[config.mk]
export PLATFORM = sky130hd
export DESIGN_NAME = hazard_ctrl_mc
export DESIGN_NICKNAME = d
export VERILOG_FILES = /design/src/rtl/hazard_pkg.sv /design/src/rtl/hazard_scoreboard.sv /design/src/rtl/hazard_ctrl_mc.sv
export SDC_FILE = /design/constraint.sdc
export NUM_CORES = 1
export LEC_CHECK = 0
export CAP_MARGIN = 40
export CORE_UTILIZATION = 40
export CTS_CLUSTER_DIAMETER = 120
export DETAILED_ROUTE_END_ITERATION = 16
export PLACE_DENSITY = 0.72
export SLEW_MARGIN = 25
export SYNTH_ARGS = -nofsm -noshare
export SYNTH_HDL_FRONTEND = slang
export SYNTH_SLANG_ARGS = --single-unit
[constraint.sdc]
create_clock -name clk -period 5.95 [get_ports clk]
set_input_delay 1.785 -clock clk [delete_from_list [all_inputs] [get_ports clk]]
set_output_delay 1.785 -clock clk [all_outputs]
set_load 0.005 [all_outputs]
[src/rtl/hazard_pkg.sv]
// hazard_pkg: shared types and helpers for the multi-cycle hazard controller.
package hazard_pkg;
  localparam int PERF_W = 32;
  typedef enum logic [1:0] {RUN, LU_STALL, MEM_WAIT, FLUSH} state_e;
  typedef enum logic [2:0] {M_RUN, M_LU, M_MW, M_BR, M_FL} mode_e;
  function automatic int lat_w(input int lat);
    return $clog2(lat + 1);
  endfunction
endpackage

[src/rtl/hazard_scoreboard.sv]
// hazard_scoreboard: per-register load countdown with set, clear-all, freeze and two busy read ports.
module hazard_scoreboard import hazard_pkg::*; #(
  parameter int RAW = 5,
  parameter int LOAD_LAT = 1
) (
  input  logic           clk,
  input  logic           rst,
  input  logic           set_i,
  input  logic [RAW-1:0] set_id_i,
  input  logic           clr_i,
  input  logic           freeze_i,
  input  logic [RAW-1:0] rd_a_i,
  input  logic [RAW-1:0] rd_b_i,
  output logic           busy_a_o,
  output logic           busy_b_o
);
  localparam int N = 2 ** RAW;
  localparam int LW = lat_w(LOAD_LAT);
  logic [LW-1:0] cnt_q [N];
  logic [LW-1:0] cnt_d [N];
  always_comb begin
    for (int i = 0; i < N; i++)
      cnt_d[i] = clr_i ? '0 :
                 freeze_i ? cnt_q[i] :
                 (set_i && set_id_i == RAW'(i)) ? LW'(LOAD_LAT) :
                 (cnt_q[i] != '0) ? cnt_q[i] - 1'b1 : cnt_q[i];
  end
  always_ff @(posedge clk or posedge rst)
    if (rst) for (int i = 0; i < N; i++) cnt_q[i] <= '0;
    else cnt_q <= cnt_d;
  assign busy_a_o = cnt_q[rd_a_i] != '0;
  assign busy_b_o = cnt_q[rd_b_i] != '0;
endmodule

[src/rtl/hazard_ctrl_mc.sv]
// hazard_ctrl_mc: load-use stall, memory-wait freeze and multi-cycle branch flush sequencing.
// Defining HAZARD_PERF_EN adds saturating perf counters for stalls, redirects and memory waits.
module hazard_ctrl_mc import hazard_pkg::*; #(
  parameter int RAW = 5,
  parameter int LOAD_LAT = 1,
  parameter int FLUSH_CYC = 1
) (
  input  logic              clk,
  input  logic              rst,
`ifdef HAZARD_PERF_EN
  output logic [PERF_W-1:0] perf_lu_cnt,
  output logic [PERF_W-1:0] perf_br_cnt,
  output logic [PERF_W-1:0] perf_mw_cnt,
`endif
  input  logic              id_valid,
  input  logic [RAW-1:0]    id_rs_id,
  input  logic              id_uses_rs,
  input  logic [RAW-1:0]    id_rt_id,
  input  logic              id_uses_rt,
  input  logic [RAW-1:0]    id_rdst_id,
  input  logic              id_is_load,
  input  logic              branch_taken,
  input  logic              mem_busy,
  output logic              pc_write,
  output logic              IF_ID_write,
  output logic              IF_ID_flush,
  output logic              ID_EX_flush,
  output logic              EX_MEM_flush,
  output logic              pipe_hold,
  output logic              stall_o
);
  localparam int FW = $clog2(FLUSH_CYC + 1);
  state_e        state_q, state_d;
  logic [FW-1:0] flush_q, flush_d;
  mode_e         mode;
  logic          busy_rs, busy_rt, hazard, in_flush, issue;
  hazard_scoreboard #(.RAW(RAW), .LOAD_LAT(LOAD_LAT)) u_sb (
    .clk      (clk),
    .rst      (rst),
    .set_i    (issue && id_is_load && id_rdst_id != '0),
    .set_id_i (id_rdst_id),
    .clr_i    (mode == M_BR),
    .freeze_i (mem_busy),
    .rd_a_i   (id_rs_id),
    .rd_b_i   (id_rt_id),
    .busy_a_o (busy_rs),
    .busy_b_o (busy_rt)
  );
  assign hazard = id_valid && ((id_uses_rs && id_rs_id != '0 && busy_rs) ||
                               (id_uses_rt && id_rt_id != '0 && busy_rt));
  // A wait that interrupted a flush resumes it once memory is ready again.
  assign in_flush = state_q == FLUSH || (state_q == MEM_WAIT && flush_q != '0);
  assign mode = mem_busy ? M_MW : branch_taken ? M_BR : in_flush ? M_FL : hazard ? M_LU : M_RUN;
  assign issue = id_valid && (mode == M_RUN || mode == M_FL);
  always_ff @(posedge clk or posedge rst)
    if (rst) begin
      state_q <= RUN;
      flush_q <= '0;
    end else begin
      state_q <= state_d;
      flush_q <= flush_d;
    end
  always_comb begin
    state_d = mode == M_MW ? MEM_WAIT :
              mode == M_LU ? LU_STALL :
              ((mode == M_BR && FLUSH_CYC > 1) || (mode == M_FL && flush_q != FW'(1))) ? FLUSH : RUN;
    flush_d = mode == M_BR ? FW'(FLUSH_CYC - 1) : mode == M_FL ? flush_q - 1'b1 : flush_q;
  end
  always_comb begin
    pc_write     = !rst && (mode == M_RUN || mode == M_BR || mode == M_FL);
    IF_ID_write  = !rst && (mode == M_RUN || mode == M_BR || mode == M_FL);
    IF_ID_flush  = rst || mode == M_BR || mode == M_FL;
    ID_EX_flush  = rst || mode == M_BR || mode == M_LU;
    EX_MEM_flush = rst || mode == M_BR;
    pipe_hold    = !rst && mode == M_MW;
    stall_o      = !rst && mode == M_LU;
  end
`ifdef HAZARD_PERF_EN
  always_ff @(posedge clk or posedge rst)
    if (rst) begin
      perf_lu_cnt <= '0;
      perf_br_cnt <= '0;
      perf_mw_cnt <= '0;
    end else begin
      perf_lu_cnt <= perf_lu_cnt + PERF_W'(mode == M_LU && perf_lu_cnt != '1);
      perf_br_cnt <= perf_br_cnt + PERF_W'(mode == M_BR && perf_br_cnt != '1);
      perf_mw_cnt <= perf_mw_cnt + PERF_W'(mode == M_MW && perf_mw_cnt != '1);
    end
`endif
endmodule

==> results.yml <==
synth:
  syn_nets: 206
  yosys_warnings: 0
  netlist_area_um2: 2110
  synthDistinctLibCells: 38
  syn_inst: 183
  ys_ff_latch: 35
  syn_area_per_cell_um2: 11.5
  seq_area_frac_synth_pct: 41.5
routing:
  vias: 1754
  drt_iter0_drc: 155
  antenna_left: 0
  wl_per_cell_um: 19.4
  first_pass_iters: 4
  drc: 0
  wl_um: 5560
  via_per_inst: 6.11
final_layout:
  syn2layout_area_growth_pct: 22.1
  final_core_util_pct: 50.4
  drive_above_1_share_pct: 16.6
  nNetsFinal: 240
  fillCellCount: 484
  diodes: 0
cts:
  clock_sinks: 35
  htree_levels: 2
  numCtsBuffers: 5
  clkTransAtPathRegs_ns: 0.07
  cts-root-buf: "clkbuf_8"
  insertion_delay_ns: 0.29
  cts_tree: "built"
  cts.path.max_buffers: 2
power:
  pwr-share-clk_pct: 35.1
  swShare_pct: 25.5
  power.internal_w: 0.000366
  p_seq_share_pct: 48.9
  p_leak_nw: 1.10
  switchingPower_w: 0.000126
  p_comb_share_pct: 16.0
  total_power_w: 0.000492
  ir_worst_vdd_v: 0.0000812
  power.density_nw_per_um2: 191
setup_path:
  critPathKind: "in2out"
  slowest_stage: "mux4_2"
  path_cells: "clkdlybuf4s50_1 -> inv_1 -> mux4_2 -> a32o_2 -> a31oi_4 -> o211a_1 -> clkdlybuf4s50_1"
  cp.buffers_inverters: 3
  crit_path_end_kind: "primary output"
  cp_common_cell: "clkdlybuf4s50_1"
  cpPeakStageDelay_ns: 0.54
  cp_max_fo: 3
  startpoint_type: "input pin"
  critical-path-top-delay-family: "buffers and inverters"
  crit_arrival_ns: 4.10
  cp_data_required_time_ns: 4.16
die:
  fp.dieW_um: 74.6
  initial_core_util_pct: 41.3
  dieArea_um2: 5570
  die_h_um: 74.6
  num_rows: 26
  ios: 30
  coreArea_um2: 5110
grt:
  top_usage_layer: "met2"
  grt_start_max_net_pins: 36
  track_usage_pct: 21.9
  use_met2_pct: 32.6
  met1_usage_pct: 28.6
  grt_first_pass_wirelength_um: 8710
  use_met3_pct: 6.64
  antenna_found_initial: 0
  overflow: 0
  grt_pass1_vias: 1767
placed_design:
  place_congestion: 0.885
  dp_hpwl_um: 3970
  dp_slack_ns: -0.520
  io_buffer_count: 29
min_path:
  hp-class: "reg2reg"
timing:
  skew_ns: 0.00649
  worst_hold_slack_ns: 0.501
  layout_setup_ws_ns: 0.0679
  hold_violations: 0
  tightestPinTransition_ns: 0.751
  max_freq_mhz: 170
  setup_viol: 0
  period_needed_ns: 5.88
  final.setup.tns_ns: 0
  period_share_pct: 98.9
  slew_violations: 0
  slew_headroom_pct: 49.8
flow_run:
  maxCapViolations: 0
run_status:
  status: "complete, no violations"
-- flip-flops by register name, indices dropped and copies added, names as in the netlist --
name        flops
flush_q         1
state_q         2
u_sb.cnt_q     32
-- path summary, 6_finish.rpt --
kind                            cells past startpoint      startpoint             end  slack [ns]
worst min-delay path                                1  u_sb.cnt_q[31]  u_sb.cnt_q[31]        0.50
worst min register to register                      1  u_sb.cnt_q[31]  u_sb.cnt_q[31]        0.50
worst max-delay path                                7     id_rt_id[1]     IF_ID_write        0.07
max in group asynchronous                           3             rst   u_sb.cnt_q[3]        3.56
worst max register to register                      7   u_sb.cnt_q[7]  u_sb.cnt_q[22]        3.34
min in group asynchronous                           3             rst      state_q[0]        2.07
-- logic make-up after synthesis --
family,Yosys count,synth area share (%)
AOI/OAI and AO/OA,53,22.1
and+or+nand+nor,48,12.0
DFF,35,41.5
muxes,28,19.2
buffers and inverters,19,5.10
-- cells in the final DEF (no fill, tap or decap), drive strengths merged, types with 2 or more instances in the layout --
master,Yosys,routed
inv,4,4
a32o,29,29
mux2i,19,19
nor3,6,6
buf,10,14
nor2b,5,5
o211ai,2,2
o21ai,5,5
mux4,8,8
nand4,2,2
clkbuf,5,7
a22oi,4,4
nand3,5,5
nand2b,3,3
clkdlybuf4s50,0,25
and2,5,5
nor2,8,8
a31o,2,2
nand2,8,8
dfrtp,35,35
a21oi,5,5
dlygate4sd2,0,2
-- power by group through the flow --
stage,Clock [W],Combinational [W],Sequential (W)
5_1_grt,0.000184,0.0000850,0.000240
3_3_place_gp,0,0.0000752,0.000245
2_1_floorplan,0,0.0000410,0.000244
6_report,0.000173,0.0000789,0.000240
3_5_place_dp,0,0.0000761,0.000245
4_1_cts,0.000179,0.0000769,0.000240
-- metrics by stage --
| stage | instance area (um2) | cells |
|---|---|---|
| 6_report | 2570 | 287 |
| 5_1_grt | 2570 | 287 |
| 4_1_cts | 2560 | 286 |
| 3_5_place_dp | 2480 | 278 |
| 3_3_place_gp | 2480 | 278 |
| 2_1_floorplan | 2110 | 183 |
-- cell usage after synthesis --
| library cell | instances | area (um2) |
|---|---|---|
| or2_2 | 1 | 6.26 |
| or4b_2 | 1 | 10.0 |
| nor3_1 | 6 | 30.0 |
| and2_1 | 5 | 31.3 |
| buf_6 | 4 | 45.0 |
| a32o_2 | 1 | 11.3 |
| o211ai_1 | 2 | 15.0 |
| a21o_1 | 1 | 7.51 |
| buf_4 | 1 | 7.51 |
| o211a_1 | 1 | 10.0 |
| a22o_1 | 1 | 8.76 |
| nand3b_1 | 1 | 7.51 |
| a31o_1 | 2 | 17.5 |
| o21ai_0 | 5 | 25.0 |
| a21oi_1 | 5 | 25.0 |
| and3_2 | 1 | 7.51 |
| nor3b_1 | 1 | 7.51 |
| nand4_1 | 2 | 12.5 |
| inv_1 | 4 | 15.0 |
| nand2b_1 | 3 | 18.8 |
| o21bai_1 | 1 | 7.51 |
| mux2i_1 | 19 | 190 |
| nand2_1 | 8 | 30.0 |
| a211oi_1 | 1 | 7.51 |
| dfrtp_1 | 35 | 876 |
| buf_1 | 3 | 11.3 |
| clkbuf_1 | 5 | 18.8 |
| buf_2 | 2 | 10.0 |
| nor4_1 | 1 | 6.26 |
| a32o_1 | 28 | 280 |
| mux4_1 | 6 | 158 |
| a31oi_4 | 1 | 21.3 |
| mux2_2 | 1 | 11.3 |
| nand3_1 | 5 | 25.0 |
| mux4_2 | 2 | 45.0 |
| nor2_1 | 8 | 30.0 |
| nor2b_1 | 5 | 31.3 |
| a22oi_1 | 4 | 30.0 |
-- per-layer routing --
metal  routed length [um]  vias up
li1                     -      794
met1                 2530      901
met2                 2570       48
met3                  313       11
met4                  153        0
met5                    0        -
-- what timing repair did --
item | 4_1_cts | 5_1_grt
gates cloned | 1 | 0
setup endpoints to repair | 4 | 3
hold buffers | 0 | 0
buffers inserted | 0 | 1
pin swaps | 0 | 2
gates resized for setup | 13 | 8
-- area by class of cell --
| type | instances | area (um2) | share of cell area [%] |
|---|---|---|---|
| Timing Repair Buffer | 42 | 390 | 15.2 |
| Inverter | 4 | 15.0 | 0.583 |
| Clock buffer | 6 | 82.6 | 3.21 |
| Multi-Input combinational cell | 129 | 1120 | 43.4 |
| Clock inverter | 1 | 5.00 | 0.194 |
| Sequential cell | 35 | 876 | 34.0 |
| Tap cell | 70 | 87.6 | 3.40 |
Note: power is estimated with default switching activity, not from simulation.
